--- src/rtl/axi_sram_slave_pkg.sv ---
// axi_sram_slave_pkg: AXI3 codes and burst bookkeeping
// shared by the AXI-to-SRAM slave.
package axi_sram_slave_pkg;

    localparam logic [1:0] AXI_RESP_OKAY = 2'b00;

    typedef struct packed {
        logic [7:0] len;
        logic [7:0] beat;
        logic [2:0] size;
    } burst_ctx_t;

    function automatic logic [31:0] beat_step(
        input logic [2:0] size
    );
        return 32'd1 << size;
    endfunction

endpackage

--- src/rtl/axi_sram_slave.sv ---
// axi_sram_slave: AXI3 INCR slave on a single-port sync SRAM,
// one read and one write in flight, write wins the port.
module axi_sram_slave
    import axi_sram_slave_pkg::*;
#(
    parameter int ADDR_WIDTH = 16
) (
    input  logic                  aclk,
    input  logic                  aresetn,

    input  logic [3:0]            arid,
    input  logic [31:0]           araddr,
    input  logic [7:0]            arlen,
    input  logic [2:0]            arsize,
    input  logic [1:0]            arburst,
    input  logic [1:0]            arlock,
    input  logic [3:0]            arcache,
    input  logic [2:0]            arprot,
    input  logic                  arvalid,
    output logic                  arready,

    output logic [3:0]            rid,
    output logic [31:0]           rdata,
    output logic [1:0]            rresp,
    output logic                  rlast,
    output logic                  rvalid,
    input  logic                  rready,

    input  logic [3:0]            awid,
    input  logic [31:0]           awaddr,
    input  logic [7:0]            awlen,
    input  logic [2:0]            awsize,
    input  logic [1:0]            awburst,
    input  logic [1:0]            awlock,
    input  logic [3:0]            awcache,
    input  logic [2:0]            awprot,
    input  logic                  awvalid,
    output logic                  awready,

    input  logic [3:0]            wid,
    input  logic [31:0]           wdata,
    input  logic [3:0]            wstrb,
    input  logic                  wlast,
    input  logic                  wvalid,
    output logic                  wready,

    output logic [3:0]            bid,
    output logic [1:0]            bresp,
    output logic                  bvalid,
    input  logic                  bready,

    output logic                  ram_en,
    output logic [3:0]            ram_we,
    output logic [ADDR_WIDTH-1:0] ram_addr,
    output logic [31:0]           ram_wdata,
    input  logic [31:0]           ram_rdata
);

    localparam int BW = ADDR_WIDTH + 2;

    typedef enum logic [1:0] {
        RD_IDLE,
        RD_REQ,
        RD_CAP,
        RD_VALID
    } rd_state_e;

    typedef enum logic [1:0] {
        WR_IDLE,
        WR_DATA,
        WR_RESP
    } wr_state_e;

    rd_state_e   rd_state;
    burst_ctx_t  rd_ctx;
    logic [BW-1:0] rd_addr;

    wr_state_e   wr_state;
    burst_ctx_t  wr_ctx;
    logic [BW-1:0] wr_addr;

    logic ar_fire;
    logic aw_fire;
    logic w_fire;
    logic rd_grant;

    assign ar_fire  = arvalid & arready;
    assign aw_fire  = awvalid & awready;
    assign w_fire   = wvalid & wready;
    assign rd_grant = (rd_state == RD_REQ) & ~w_fire;

    assign rresp = AXI_RESP_OKAY;
    assign bresp = AXI_RESP_OKAY;

    // Byte addresses wrap inside the SRAM window; the word
    // index is the byte address with the lane bits dropped.
    always_comb begin
        ram_en    = w_fire | rd_grant;
        ram_we    = w_fire ? wstrb : 4'b0000;
        ram_addr  = w_fire ? wr_addr[BW-1:2] : rd_addr[BW-1:2];
        ram_wdata = w_fire ? wdata : 32'd0;
    end

    always_ff @(posedge aclk or negedge aresetn) begin
        if (!aresetn) begin
            rd_state <= RD_IDLE;
            rd_ctx   <= '0;
            rd_addr  <= '0;
            arready  <= 1'b1;
            rvalid   <= 1'b0;
            rlast    <= 1'b0;
            rdata    <= 32'd0;
            rid      <= 4'd0;
        end else begin
            unique case (rd_state)
                RD_IDLE: begin
                    if (ar_fire) begin
                        rd_ctx.len  <= arlen;
                        rd_ctx.beat <= 8'd0;
                        rd_ctx.size <= arsize;
                        rd_addr     <= araddr[BW-1:0];
                        rid         <= arid;
                        arready     <= 1'b0;
                        rd_state    <= RD_REQ;
                    end
                end
                RD_REQ: begin
                    if (rd_grant) begin
                        rd_state <= RD_CAP;
                    end
                end
                RD_CAP: begin
                    rdata    <= ram_rdata;
                    rlast    <= (rd_ctx.beat == rd_ctx.len);
                    rvalid   <= 1'b1;
                    rd_state <= RD_VALID;
                end
                RD_VALID: begin
                    if (rready) begin
                        rvalid <= 1'b0;
                        rlast  <= 1'b0;
                        if (rlast) begin
                            arready  <= 1'b1;
                            rd_state <= RD_IDLE;
                        end else begin
                            rd_addr     <= rd_addr
                                + BW'(beat_step(rd_ctx.size));
                            rd_ctx.beat <= rd_ctx.beat + 8'd1;
                            rd_state    <= RD_REQ;
                        end
                    end
                end
                default: rd_state <= RD_IDLE;
            endcase
        end
    end

    // Burst length alone ends the burst; wlast is not trusted.
    always_ff @(posedge aclk or negedge aresetn) begin
        if (!aresetn) begin
            wr_state <= WR_IDLE;
            wr_ctx   <= '0;
            wr_addr  <= '0;
            awready  <= 1'b1;
            wready   <= 1'b0;
            bvalid   <= 1'b0;
            bid      <= 4'd0;
        end else begin
            unique case (wr_state)
                WR_IDLE: begin
                    if (aw_fire) begin
                        wr_ctx.len  <= awlen;
                        wr_ctx.beat <= 8'd0;
                        wr_ctx.size <= awsize;
                        wr_addr     <= awaddr[BW-1:0];
                        bid         <= awid;
                        awready     <= 1'b0;
                        wready      <= 1'b1;
                        wr_state    <= WR_DATA;
                    end
                end
                WR_DATA: begin
                    if (w_fire) begin
                        if (wr_ctx.beat == wr_ctx.len) begin
                            wready   <= 1'b0;
                            bvalid   <= 1'b1;
                            wr_state <= WR_RESP;
                        end else begin
                            wr_addr     <= wr_addr
                                + BW'(beat_step(wr_ctx.size));
                            wr_ctx.beat <= wr_ctx.beat + 8'd1;
                        end
                    end
                end
                WR_RESP: begin
                    if (bready) begin
                        bvalid   <= 1'b0;
                        awready  <= 1'b1;
                        wr_state <= WR_IDLE;
                    end
                end
                default: wr_state <= WR_IDLE;
            endcase
        end
    end

    logic unused_ok;
    assign unused_ok = ^{arburst, arlock, arcache, arprot,
                         awburst, awlock, awcache, awprot,
                         wid, wlast,
                         araddr[31:BW], awaddr[31:BW]};

endmodule

--- config.mk ---
export PLATFORM = sky130hd
export DESIGN_NAME = axi_sram_slave
export DESIGN_NICKNAME = d
export VERILOG_FILES = /design/src/rtl/axi_sram_slave_pkg.sv /design/src/rtl/axi_sram_slave.sv
export SDC_FILE = /design/constraint.sdc
export NUM_CORES = 1
export LEC_CHECK = 0
export BUFFER_PORTS_ARGS = -buffer_cell sky130_fd_sc_hd__buf_2
export CAP_MARGIN = 20
export CORE_AREA = 3 3 120 122
export CTS_CLUSTER_DIAMETER = 150
export DETAILED_ROUTE_END_ITERATION = 7
export DIE_AREA = 0 0 123 125
export GPL_TIMING_DRIVEN = 0
export PLACE_DENSITY = 0.86
export SYNTH_ARGS = -nofsm -noshare
export SYNTH_HDL_FRONTEND = slang
export SYNTH_SLANG_ARGS = --single-unit
--- constraint.sdc ---
create_clock -name aclk -period 4.8 [get_ports aclk]
set_input_delay 1.44 -clock aclk [delete_from_list [all_inputs] [get_ports aclk]]
set_output_delay 1.44 -clock aclk [all_outputs]
set_load 0.03 [all_outputs]
==> results.md, run 1 <==
* Max-cap violation count at 0
* Data arrival at the endpoint of the critical path at 2.79 ns
* Mapped Area at 7100 um2
* Worst vdd ir at 0.326 mV
* Total placed cells including tap cells at 1135
* Nets@finish at 1198
* Share of the synthesized area in the top cell type at 43.0%
* Layout cells sized above 1 at 37.3%
* # hold bufs at CTS at 0
* Via total after detailed routing at 6400
* Final setup skew at 0.00725 ns
* Clock Latency Late Sink at 0.42 ns
* Seq/Total Area, Yosys at 43.7%
* Detailed placer's ending HPWL at 15.2 mm
* Class of the worst hold path: reg2reg
* Die Span Y at 125 um
* Final worst slack at 0.574 ns
* Crit path cell chain: buf_2, nand2_1, clkbuf_1, mux2_2, buf_2
* Post-synth EDFFs at 0
* Post-synth top area cell: sky130_fd_sc_hd__dfrtp_1
* Number of rows created at floorplan at 42
* Leading cell type in the layout, fill and taps excluded: sky130_fd_sc_hd__buf_2
* CTS HTree Levels at 4
* Clk slew on worst S/H paths at 0.05 ns
* Distinct cell type count after synthesis at 71
* Die Wd at 123 um
* GP Congestion at 0.876
* Final std cells w/o fill at 1167
* Clk buf depth at 2
* Initial antenna violation count at 1
* Post-CTS Setup Inserts at 0
* TritonCTS clock tree: done
* Number of buffers created by CTS at 17
* Setup_tns at 0 ns
* Leakage Power at 4.68 nW
* Total routed wirelength at 20.1 mm
* Synthesis warning total at 0
* Global-route usage over all layers at 26.1%
* Number of violations reported at the end of detailed-routing iteration 0 at 357
* Async set or reset register ratio after synthesis at 100%
* Number of global-route vias before repair at 6251
* Cell at the root of the clock tree: sky130_fd_sc_hd__clkbuf_16
* Global-route wire length before repair at 31.5 mm
* Commonest cells after routing, fill and taps aside: sky130_fd_sc_hd__buf_2 (245), sky130_fd_sc_hd__dfrtp_1 (122), sky130_fd_sc_hd__nand2_1 (96), sky130_fd_sc_hd__mux2_2 (63), sky130_fd_sc_hd__nor2_1 (50)
* CP required at 3.36 ns
* Share of the cycle needed by the critical path after routing at 88.1%
* Max Slew Vio Count at 0
* Slew at the pin closest to its max-slew limit at 0.876 ns
* Slowest stage cell, crit path: sky130_fd_sc_hd__clkbuf_1
* Kind of critical path: in2out
* Port-buffer cells at 239
* Global route overflow at 0
* Number of primary I/O pins at 299
* Critical path endpoint category: output pin
* Minimum period implied by the final worst setup slack at 4.23 ns
* Largest net degree at the start of global routing at 89
* Register-to-Register Setup Slack at 1.98 ns
* Outcome: completed
* Final-report hold violation count at 0
* Area inside the core boundary at 13300 um2
* Remaining number of nets flagged by the antenna check after routing at 0
* Cts repair resizes at 0
* Most used DFF post-synth: sky130_fd_sc_hd__dfrtp_1
* Top cells by area, synth: sky130_fd_sc_hd__dfrtp_1 (43%), sky130_fd_sc_hd__mux2_2 (10%), sky130_fd_sc_hd__nand2_1 (5.1%), sky130_fd_sc_hd__ha_1 (3.9%), sky130_fd_sc_hd__and3_1 (3.7%)
* Average size of a mapped cell at 9.92 um2
* Initial standard-cell utilization of the core at 53.4%
* Highest achievable clock rate at 237 MHz
* Worst setup SP type: input pin
* CTS sink cnt at 124
* Worst setup slack before clock tree synthesis at 0.577 ns
* Number of remaining DRC errors at 0
* Final hold slack at 0.478 ns
* Post-Synthesis Cells at 716
* Delay of the slowest cell on the worst path at 0.49 ns
* Most numerous cell on the critical path: sky130_fd_sc_hd__buf_2
* Setup violation total in the final timing report at 0
* Max-slew headroom at the worst pin at 41.3%
* Areal power density over the cells at 679 nW/um2
* Maximum fanout encountered on the critical timing path at 10
* Die area at 15400 um2
* 1st-pass router iterations at 5
* RSZ-0062 raised after global routing: false
* Vias per std cell at 5.48
* Per-cell routed wire length at 17.2 um
* Flip-flop and latch count after synthesis at 124
* Synth-to-Final Area Change at 29.7%
[synthesized netlist by cell type, types with 2 or more instances]
library cell               number
sky130_fd_sc_hd__a211oi_1       8
sky130_fd_sc_hd__a211oi_2       3
sky130_fd_sc_hd__a21o_1         6
sky130_fd_sc_hd__a21oi_1       33
sky130_fd_sc_hd__a22oi_1        2
sky130_fd_sc_hd__a31oi_1        7
sky130_fd_sc_hd__and3_1        42
sky130_fd_sc_hd__and3b_1        4
sky130_fd_sc_hd__and4_1         3
sky130_fd_sc_hd__buf_1          4
sky130_fd_sc_hd__buf_2          7
sky130_fd_sc_hd__buf_4          4
sky130_fd_sc_hd__buf_6          3
sky130_fd_sc_hd__clkbuf_1      24
sky130_fd_sc_hd__dfrtp_1      122
sky130_fd_sc_hd__dfstp_2        2
sky130_fd_sc_hd__fa_1           2
sky130_fd_sc_hd__ha_1          22
sky130_fd_sc_hd__inv_1         17
sky130_fd_sc_hd__mux2_2        63
sky130_fd_sc_hd__mux2i_1       17
sky130_fd_sc_hd__nand2_1       96
sky130_fd_sc_hd__nand2b_1       5
sky130_fd_sc_hd__nand3_1       19
sky130_fd_sc_hd__nand4_1        5
sky130_fd_sc_hd__nand4_2        2
sky130_fd_sc_hd__nor2_1        50
sky130_fd_sc_hd__nor2b_1        3
sky130_fd_sc_hd__nor3_1        15
sky130_fd_sc_hd__nor3b_1        8
sky130_fd_sc_hd__nor4_1         2
sky130_fd_sc_hd__o211ai_1       2
sky130_fd_sc_hd__o21ai_0       24
sky130_fd_sc_hd__o21bai_1       3
sky130_fd_sc_hd__o221ai_1       2
sky130_fd_sc_hd__o22ai_1       12
sky130_fd_sc_hd__o311ai_2       2
sky130_fd_sc_hd__o31ai_1        3
sky130_fd_sc_hd__or3_1          3
sky130_fd_sc_hd__xnor2_1       21
sky130_fd_sc_hd__xor2_1        14
[per-layer routing]
layer | vias to the layer above | track usage [%] | share of wire, %
li1 | 3067 | - | -
met1 | 3060 | 33.3 | 42
met2 | 231 | 42.1 | 48
met3 | 40 | 7.00 | 7.5
met4 | 2 | 10.7 | 2.4
met5 | - | 0 | 0.070
[sequential cells by signal, summed over array words and instances, names as in the netlist, 2 cells and up]
signal,cells
bid,4
rd_addr,18
rd_ctx,19
rd_state,2
rdata,32
rid,4
wr_addr,18
wr_ctx,19
wr_state,2
[cells by family (layout without fill, tap and decap cells)]
kind of cell | Yosys count | count (layout) | share of synthesized area, %
and+or+nand+nor | 266 | 266 | 18.9
AOI/OAI and AO/OA | 124 | 124 | 12.0
DFF | 124 | 124 | 43.7
muxes | 80 | 80 | 12.4
buffers and inverters | 61 | 332 | 3.89
xor gates and xnor gates | 36 | 36 | 4.55
adders and majority gates | 24 | 24 | 4.44
other | 1 | 5 | 0.0528
[layout make-up]
type                    instances  area [um2]
multi-input cells             534        3730
well taps                     176         220
inverters                      18        67.6
clock inverters                 7         160
repair buffers                240        1230
fillers                      1013        4090
clock buffers                  24         482
diodes                          1        2.50
flip-flops and latches        124        3110
plain buffers                  43         209
[worst max-delay path, delay by kind of cell]
kind | cells | cell delay (ns)
AND/OR/NAND/NOR | 1 | 0.11
multiplexers | 1 | 0.42
buffers and inverters | 3 | 0.81
[where the power goes]
| part | internal [mW] | switching, mW | leakage [nW] |
|---|---|---|---|
| Sequential | 1.46 | 0.372 | 1.54 |
| Combinational | 1.17 | 1.84 | 2.83 |
| Clock | 0.957 | 0.444 | 0.314 |
[path summary, 6_finish.rpt]
kind | start | endpoint | depth (start not counted)
setup / recovery | wvalid | ram_addr[8] | 5
hold / removal | bid[1] | bid[1] | 2
setup reg to reg | wr_ctx[1] | wr_addr[14] | 10
hold reg to reg | bid[1] | bid[1] | 2
max in group asynchronous | aresetn | wr_ctx[18] | 2
min in group asynchronous | aresetn | rd_ctx[13] | 1
[stage by stage]
step	utilization, %	cell area [um2]	total power [mW]
floorplan	-	7110	3.99
global placement	64.1	8530	4.73
detailed placement	64.4	8560	4.84
CTS	69.2	9200	6.27
global route	69.2	9200	6.64
finish	69.2	9210	6.25
No activity file was read; power rests on OpenSTA's default activity.
==> run 2, diff against run 1 <==
--- a/config.mk
+++ b/config.mk
@@ -7,12 +7,12 @@
 export LEC_CHECK = 0
 export BUFFER_PORTS_ARGS = -buffer_cell sky130_fd_sc_hd__buf_2
 export CAP_MARGIN = 20
-export CORE_AREA = 3 3 120 122
+export CORE_AREA = 3 3 125 127
 export CTS_CLUSTER_DIAMETER = 150
 export DETAILED_ROUTE_END_ITERATION = 7
-export DIE_AREA = 0 0 123 125
+export DIE_AREA = 0 0 128 130
 export GPL_TIMING_DRIVEN = 0
-export PLACE_DENSITY = 0.86
+export PLACE_DENSITY = 0.8
 export SYNTH_ARGS = -nofsm -noshare
 export SYNTH_HDL_FRONTEND = slang
 export SYNTH_SLANG_ARGS = --single-unit
==> constraint.sdc (replaced) <==
create_clock -name aclk -period 4.4 [get_ports aclk]
set_input_delay 1.32 -clock aclk [delete_from_list [all_inputs] [get_ports aclk]]
set_output_delay 1.32 -clock aclk [all_outputs]
set_load 0.03 [all_outputs]
==> results.md, run 2 (same netlist as run 1, synthesis figures left out) <==
* Vias per std cell at 5.44
* Worst Reg2Reg Path Length in Cells at 9
* RSZ-0062 raised after global routing: false
* # hold bufs at CTS at 0
* Cts repair resizes at 0
* Met1 Resource Use GR at 30.0%
* WHS Endpoint: bid[2]
* Depth of the worst hold-timing path at 2
* Number of primary I/O pins at 299
* Final setup skew at 0.0110 ns
* Crit path cell chain: buf_2, clkbuf_1, clkbuf_1, and3_1, buf_2
* Global-route wire length before repair at 31.3 mm
* Post-CTS Setup Inserts at 0
* Number of remaining DRC errors at 0
* Final-report hold violation count at 0
* CP required at 3.08 ns
* Met3 Track Usage GR at 4.99%
* Port-buffer cells at 239
* Critical path endpoint category: output pin
* Launch point of the worst reg-to-reg path: rd_ctx[0]
* Worst R2R End: rd_addr[16]
* Biggest register: rdata
* Origin of the worst min-delay path: bid[2]
* Leading cell type in the layout, fill and taps excluded: sky130_fd_sc_hd__buf_2
* WP buf/inv at 4
* Area after detailed placement at 8570 um2
* Data arrival at the endpoint of the critical path at 2.72 ns
* CTS HTree Levels at 4
* Die Span Y at 130 um
* Flip-flop count of the largest register, all copies and words added at 32
* Initial standard-cell utilization of the core at 48.8%
* Per-cell routed wire length at 17.0 um
* Detailed placer's ending HPWL at 15.0 mm
* Commonest cells after routing, fill and taps aside: sky130_fd_sc_hd__buf_2 (245), sky130_fd_sc_hd__dfrtp_1 (122), sky130_fd_sc_hd__nand2_1 (96), sky130_fd_sc_hd__mux2_2 (63), sky130_fd_sc_hd__nor2_1 (50)
* Global route overflow at 0
* Share of the cycle needed by the critical path after routing at 91.8%
* Number of rows created at floorplan at 44
* Final hold slack at 0.475 ns
* Initial antenna violation count at 1
* Number of buffers created by CTS at 17
* Layout cells sized above 1 at 37.6%
* CP top delay family: buffers and inverters
* Synth-to-Final Area Change at 29.3%
* Total placed cells including tap cells at 1143
* Cell at the root of the clock tree: sky130_fd_sc_hd__clkbuf_16
* Final std cells w/o fill at 1175
* Setup_tns at 0 ns
* Class of the worst hold path: reg2reg
* Slew at the pin closest to its max-slew limit at 0.833 ns
* Highest achievable clock rate at 247 MHz
* Area inside the core boundary at 14500 um2
* Global routing met2 resource utilization at 41.3%
* Delay of the slowest cell on the worst path at 0.40 ns
* Areal power density over the cells at 736 nW/um2
* Remaining number of nets flagged by the antenna check after routing at 0
* Regs by FF count: rdata x32, rd_ctx x19, wr_ctx x19
* Slowest stage cell, crit path: sky130_fd_sc_hd__clkbuf_1
* Max-slew headroom at the worst pin at 44.2%
* Number of global-route vias before repair at 6118
* Clk buf depth at 2
* Kind of critical path: in2out
* Die area at 16600 um2
* Minimum period implied by the final worst setup slack at 4.04 ns
* Register-to-Register Setup Slack at 1.61 ns
* Clock Latency Late Sink at 0.42 ns
* TritonCTS clock tree: done
* Via total after detailed routing at 6394
* Worst vdd ir at 0.387 mV
* CTS sink cnt at 124
* Nets@finish at 1198
* Setup violation total in the final timing report at 0
* GP Congestion at 0.881
* Worst setup SP type: input pin
* Outcome: completed
* Die Wd at 128 um
* 1st-pass router iterations at 5
* Largest net degree at the start of global routing at 94
* Maximum fanout encountered on the critical timing path at 10
* Most Crowded Layer GR: met2
* Leakage Power at 4.66 nW
* Combined area of the multi-input logic cells at 3730 um2
* Max Slew Vio Count at 0
* Diodes inserted at 0
* Sequential Area at 3110 um2
* Finished layout cell area at 9180 um2
* Clk slew on worst S/H paths at 0.06 ns
* Global-route usage over all layers at 23.8%
* Overall power consumption at 6.76 mW
* Total routed wirelength at 20.0 mm
* CP Launch Point: wvalid
* Max-cap violation count at 0
* Number of filler instances in the final layout at 1225
* Number of violations reported at the end of detailed-routing iteration 0 at 479
-- run 2: through the flow --
step | worst slack [ns] | utilization [%]
after floorplan | 0.761 | -
after global placement | 0.382 | 58.7
after detailed placement | 0.377 | 59.0
after CTS | 0.374 | 63.2
after global routing | 0.310 | 63.2
final | 0.359 | 63.2
-- run 2: layout make-up --
cell class / count / share of cell area [%]
timing repair buffer: 240 / 13.4
multi-input combinational: 534 / 40.6
buffer: 43 / 2.28
clock inverter: 14 / 1.99
inverter: 18 / 0.736
clock buffer: 18 / 4.67
tap: 184 / 2.51
sequential: 124 / 33.8
-- run 2: power breakdown --
part | internal [mW] | leakage (nW) | total (mW) | switching [mW]
combinational | 1.27 | 2.83 | 3.29 | 2.02
clock | 0.903 | 0.289 | 1.47 | 0.562
sequential | 1.59 | 1.54 | 2.00 | 0.410
total | 3.77 | 4.66 | 6.76 | 2.99
-- run 2: worst reg2reg max path, cell delays in order, from the launching register on --
cell and delay (ns):
sky130_fd_sc_hd__dfrtp_1 0.50, sky130_fd_sc_hd__nor3_1 0.10, sky130_fd_sc_hd__ha_1 0.23, sky130_fd_sc_hd__fa_1 0.43, sky130_fd_sc_hd__a21oi_1 0.25, sky130_fd_sc_hd__o21ai_1 0.18, sky130_fd_sc_hd__a2111oi_2 0.50, sky130_fd_sc_hd__nor3_2 0.10
sky130_fd_sc_hd__mux2i_1 0.14, sky130_fd_sc_hd__a221oi_2 0.26
-- run 2: routing by layer --
layer / part of all wire [%] / wire (um)
met5: 0.10 / 20
met4: 1.7 / 347
met3: 7.0 / 1390
met2: 50 / 10100
met1: 41 / 8170
-- run 2: worst max-delay path by stage --
stage,slack [ns],endpoint,depth (start not counted)
2_1_floorplan,0.76,ram_addr[10],3
3_3_place_gp,0.38,ram_addr[8],5
3_5_place_dp,0.38,ram_addr[9],5
4_1_cts,0.37,ram_addr[9],5
5_1_grt,0.31,ram_addr[8],5
6_report,0.36,ram_wdata[19],5
==> run 3, diff against run 2 <==
--- a/config.mk
+++ b/config.mk
@@ -5,7 +5,7 @@
 export SDC_FILE = /design/constraint.sdc
 export NUM_CORES = 1
 export LEC_CHECK = 0
-export BUFFER_PORTS_ARGS = -buffer_cell sky130_fd_sc_hd__buf_2
+export BUFFER_PORTS_ARGS = -buffer_cell sky130_fd_sc_hd__buf_4
 export CAP_MARGIN = 20
 export CORE_AREA = 3 3 125 127
 export CTS_CLUSTER_DIAMETER = 150
@@ -13,6 +13,7 @@
 export DIE_AREA = 0 0 128 130
 export GPL_TIMING_DRIVEN = 0
 export PLACE_DENSITY = 0.8
+export SETUP_SLACK_MARGIN = 0.05
 export SYNTH_ARGS = -nofsm -noshare
 export SYNTH_HDL_FRONTEND = slang
 export SYNTH_SLANG_ARGS = --single-unit
==> results.md, run 3 (same netlist as run 1, synthesis figures left out) <==
* Clock power frac at 18.6%
* Number of rows created at floorplan at 44
* Worst vdd ir at 0.310 mV
* Initial antenna violation count at 0
* Global routing met2 resource utilization at 40.4%
* Number of primary I/O pins at 299
* Leading cell type in the layout, fill and taps excluded: sky130_fd_sc_hd__buf_4
* Max-cap violation count at 0
* Part of the power in registers at 29.7%
* Leakage Power at 4.78 nW
* Die Span Y at 130 um
* Detailed placer's ending HPWL at 15.1 mm
* Share of the cycle needed by the critical path after routing at 90.8%
* Most numerous cell on the critical path: sky130_fd_sc_hd__buf_4
* Switching share of total power at 43.1%
* Kind of critical path: in2out
* Via total after detailed routing at 6296
* Final setup skew at 0.0141 ns
* Per-cell routed wire length at 16.9 um
* Slowest stage cell, crit path: sky130_fd_sc_hd__clkbuf_1
* Overall power consumption at 6.77 mW
* Part of the power in combinational logic at 51.7%
* Minimum period implied by the final worst setup slack at 4.00 ns
* Met1 Resource Use GR at 30.2%
* Highest achievable clock rate at 250 MHz
* CP top delay family: buffers and inverters
* Synth-to-Final Area Change at 36.7%
* CTS sink cnt at 124
* GP Congestion at 0.901
* Cell at the root of the clock tree: sky130_fd_sc_hd__clkbuf_16
* Cts repair resizes at 0
* Diodes inserted at 0
* 1st-pass router iterations at 5
* Class of the worst hold path: reg2reg
* Worst setup SP type: input pin
* Clk buf depth at 2
* Global-route wire length before repair at 30.9 mm
* Max Slew Vio Count at 0
* Die Wd at 128 um
* Largest net degree at the start of global routing at 93
* Area inside the core boundary at 14500 um2
* Number of buffers created by CTS at 17
* Layout cells sized above 1 at 37.5%
* Flip-flop count of the largest register, all copies and words added at 32
* Total internal power at 3.85 mW
* Number of global-route vias before repair at 6089
* Total routed wirelength at 19.8 mm
* Maximum fanout encountered on the critical timing path at 10
* CTS HTree Levels at 4
* Global route overflow at 0
* Setup_tns at 0 ns
* Final-report hold violation count at 0
* Number of remaining DRC errors at 0
* Data arrival at the endpoint of the critical path at 2.68 ns
* Outcome: completed
* Number of filler instances in the final layout at 1207
* Sequential Area at 3110 um2
* Remaining number of nets flagged by the antenna check after routing at 0
* Commonest cells after routing, fill and taps aside: sky130_fd_sc_hd__buf_4 (242), sky130_fd_sc_hd__dfrtp_1 (122), sky130_fd_sc_hd__nand2_1 (96), sky130_fd_sc_hd__mux2_2 (63), sky130_fd_sc_hd__nor2_1 (50)
* Crit path cell chain: buf_4, nand2_1, clkbuf_1, mux2_2, buf_4
* Net switching power figure at 2.92 mW
* Number of violations reported at the end of detailed-routing iteration 0 at 433
* Biggest register: rdata
* WP buf/inv at 3
* Die area at 16600 um2
* Clk slew on worst S/H paths at 0.05 ns
* Setup violation total in the final timing report at 0
* Critical path endpoint category: output pin
* Max-slew headroom at the worst pin at 42.6%
* Met3 Track Usage GR at 5.49%
* # hold bufs at CTS at 0
* Regs by FF count: rdata x32, rd_ctx x19, wr_ctx x19
* Initial standard-cell utilization of the core at 48.8%
* CP required at 3.08 ns
* Clock Latency Late Sink at 0.41 ns
* RSZ-0062 raised after global routing: false
* Post-CTS Setup Inserts at 0
* Areal power density over the cells at 697 nW/um2
* TritonCTS clock tree: done
* Most Crowded Layer GR: met2
* Slew at the pin closest to its max-slew limit at 0.857 ns
* Vias per std cell at 5.36
* Combined area of the multi-input logic cells at 3730 um2
* Port-buffer cells at 239
* Global-route usage over all layers at 23.5%
* Delay of the slowest cell on the worst path at 0.47 ns
* Nets@finish at 1198
run 3: changes by cell type in the layout (fill, tap and decap cells not counted), sizes merged:
| cell | before | now |
|---|---|---|
| clkinv | 2 | 3 |
| inv | 24 | 18 |
| bufinv | 3 | 0 |
| clkinvlp | 3 | 7 |
| clkbuf | 43 | 47 |
run 3: path summary, 6_finish.rpt:
check | from | end | slack (ns) | cells after the start
max | wvalid | ram_addr[8] | 0.40 | 5
min | bid[2] | bid[2] | 0.48 | 2
max reg2reg | wr_ctx[1] | wr_addr[14] | 1.54 | 10
min reg2reg | bid[2] | bid[2] | 0.48 | 2
max in group asynchronous | aresetn | awready | 2.84 | 2
min in group asynchronous | aresetn | rid[2] | 0.80 | 1
run 3: layout make-up:
| cell class | count | share of cell area (%) |
|---|---|---|
| inverters | 18 | 0.696 |
| multi-input cells | 534 | 38.4 |
| clock buffers | 22 | 4.88 |
| plain buffers | 43 | 2.15 |
| repair buffers | 240 | 18.8 |
| well taps | 184 | 2.37 |
| flip-flops and latches | 124 | 32.0 |
| clock inverters | 10 | 0.696 |
run 3: per-stage QoR:
step	util, %	instances	area (um2)	worst slack [ns]	hold slack (ns)
detailed placement	63.1	1143	9170	0.389	0.469
global route	66.8	1175	9710	0.304	0.503
CTS	66.8	1175	9710	0.386	0.486
global placement	62.9	1142	9140	0.405	0.469
finish	66.8	1175	9710	0.404	0.480
floorplan	-	719	7110	0.761	0.456
run 3: routing by layer:
metal  routed length, um  share of wire, %
met4                 232               1.2
met2               10000                51
met1                8210                41
met5                   0                 0
met3                1360               6.9
run 3: worst reg2reg max path: cells and delay by family (launching register included):
family	cells	cell delay [ns]
adder cells (fa/ha/maj)	2	0.67
AO/OA/AOI/OAI	4	1.19
buffers and inverters	1	0.29
AND/OR/NAND/NOR	3	0.27
flip-flops	1	0.32
run 3: power groups by stage:
stage                     registers (mW)  logic (mW)  clock network, mW
after floorplan                     2.29        2.07                  0
after global placement              1.99        3.43                  0
after detailed placement            2.01        3.50                  0
after CTS                           2.00        3.52               1.29
after global routing                2.07        3.78               1.33
final                               2.01        3.50               1.26
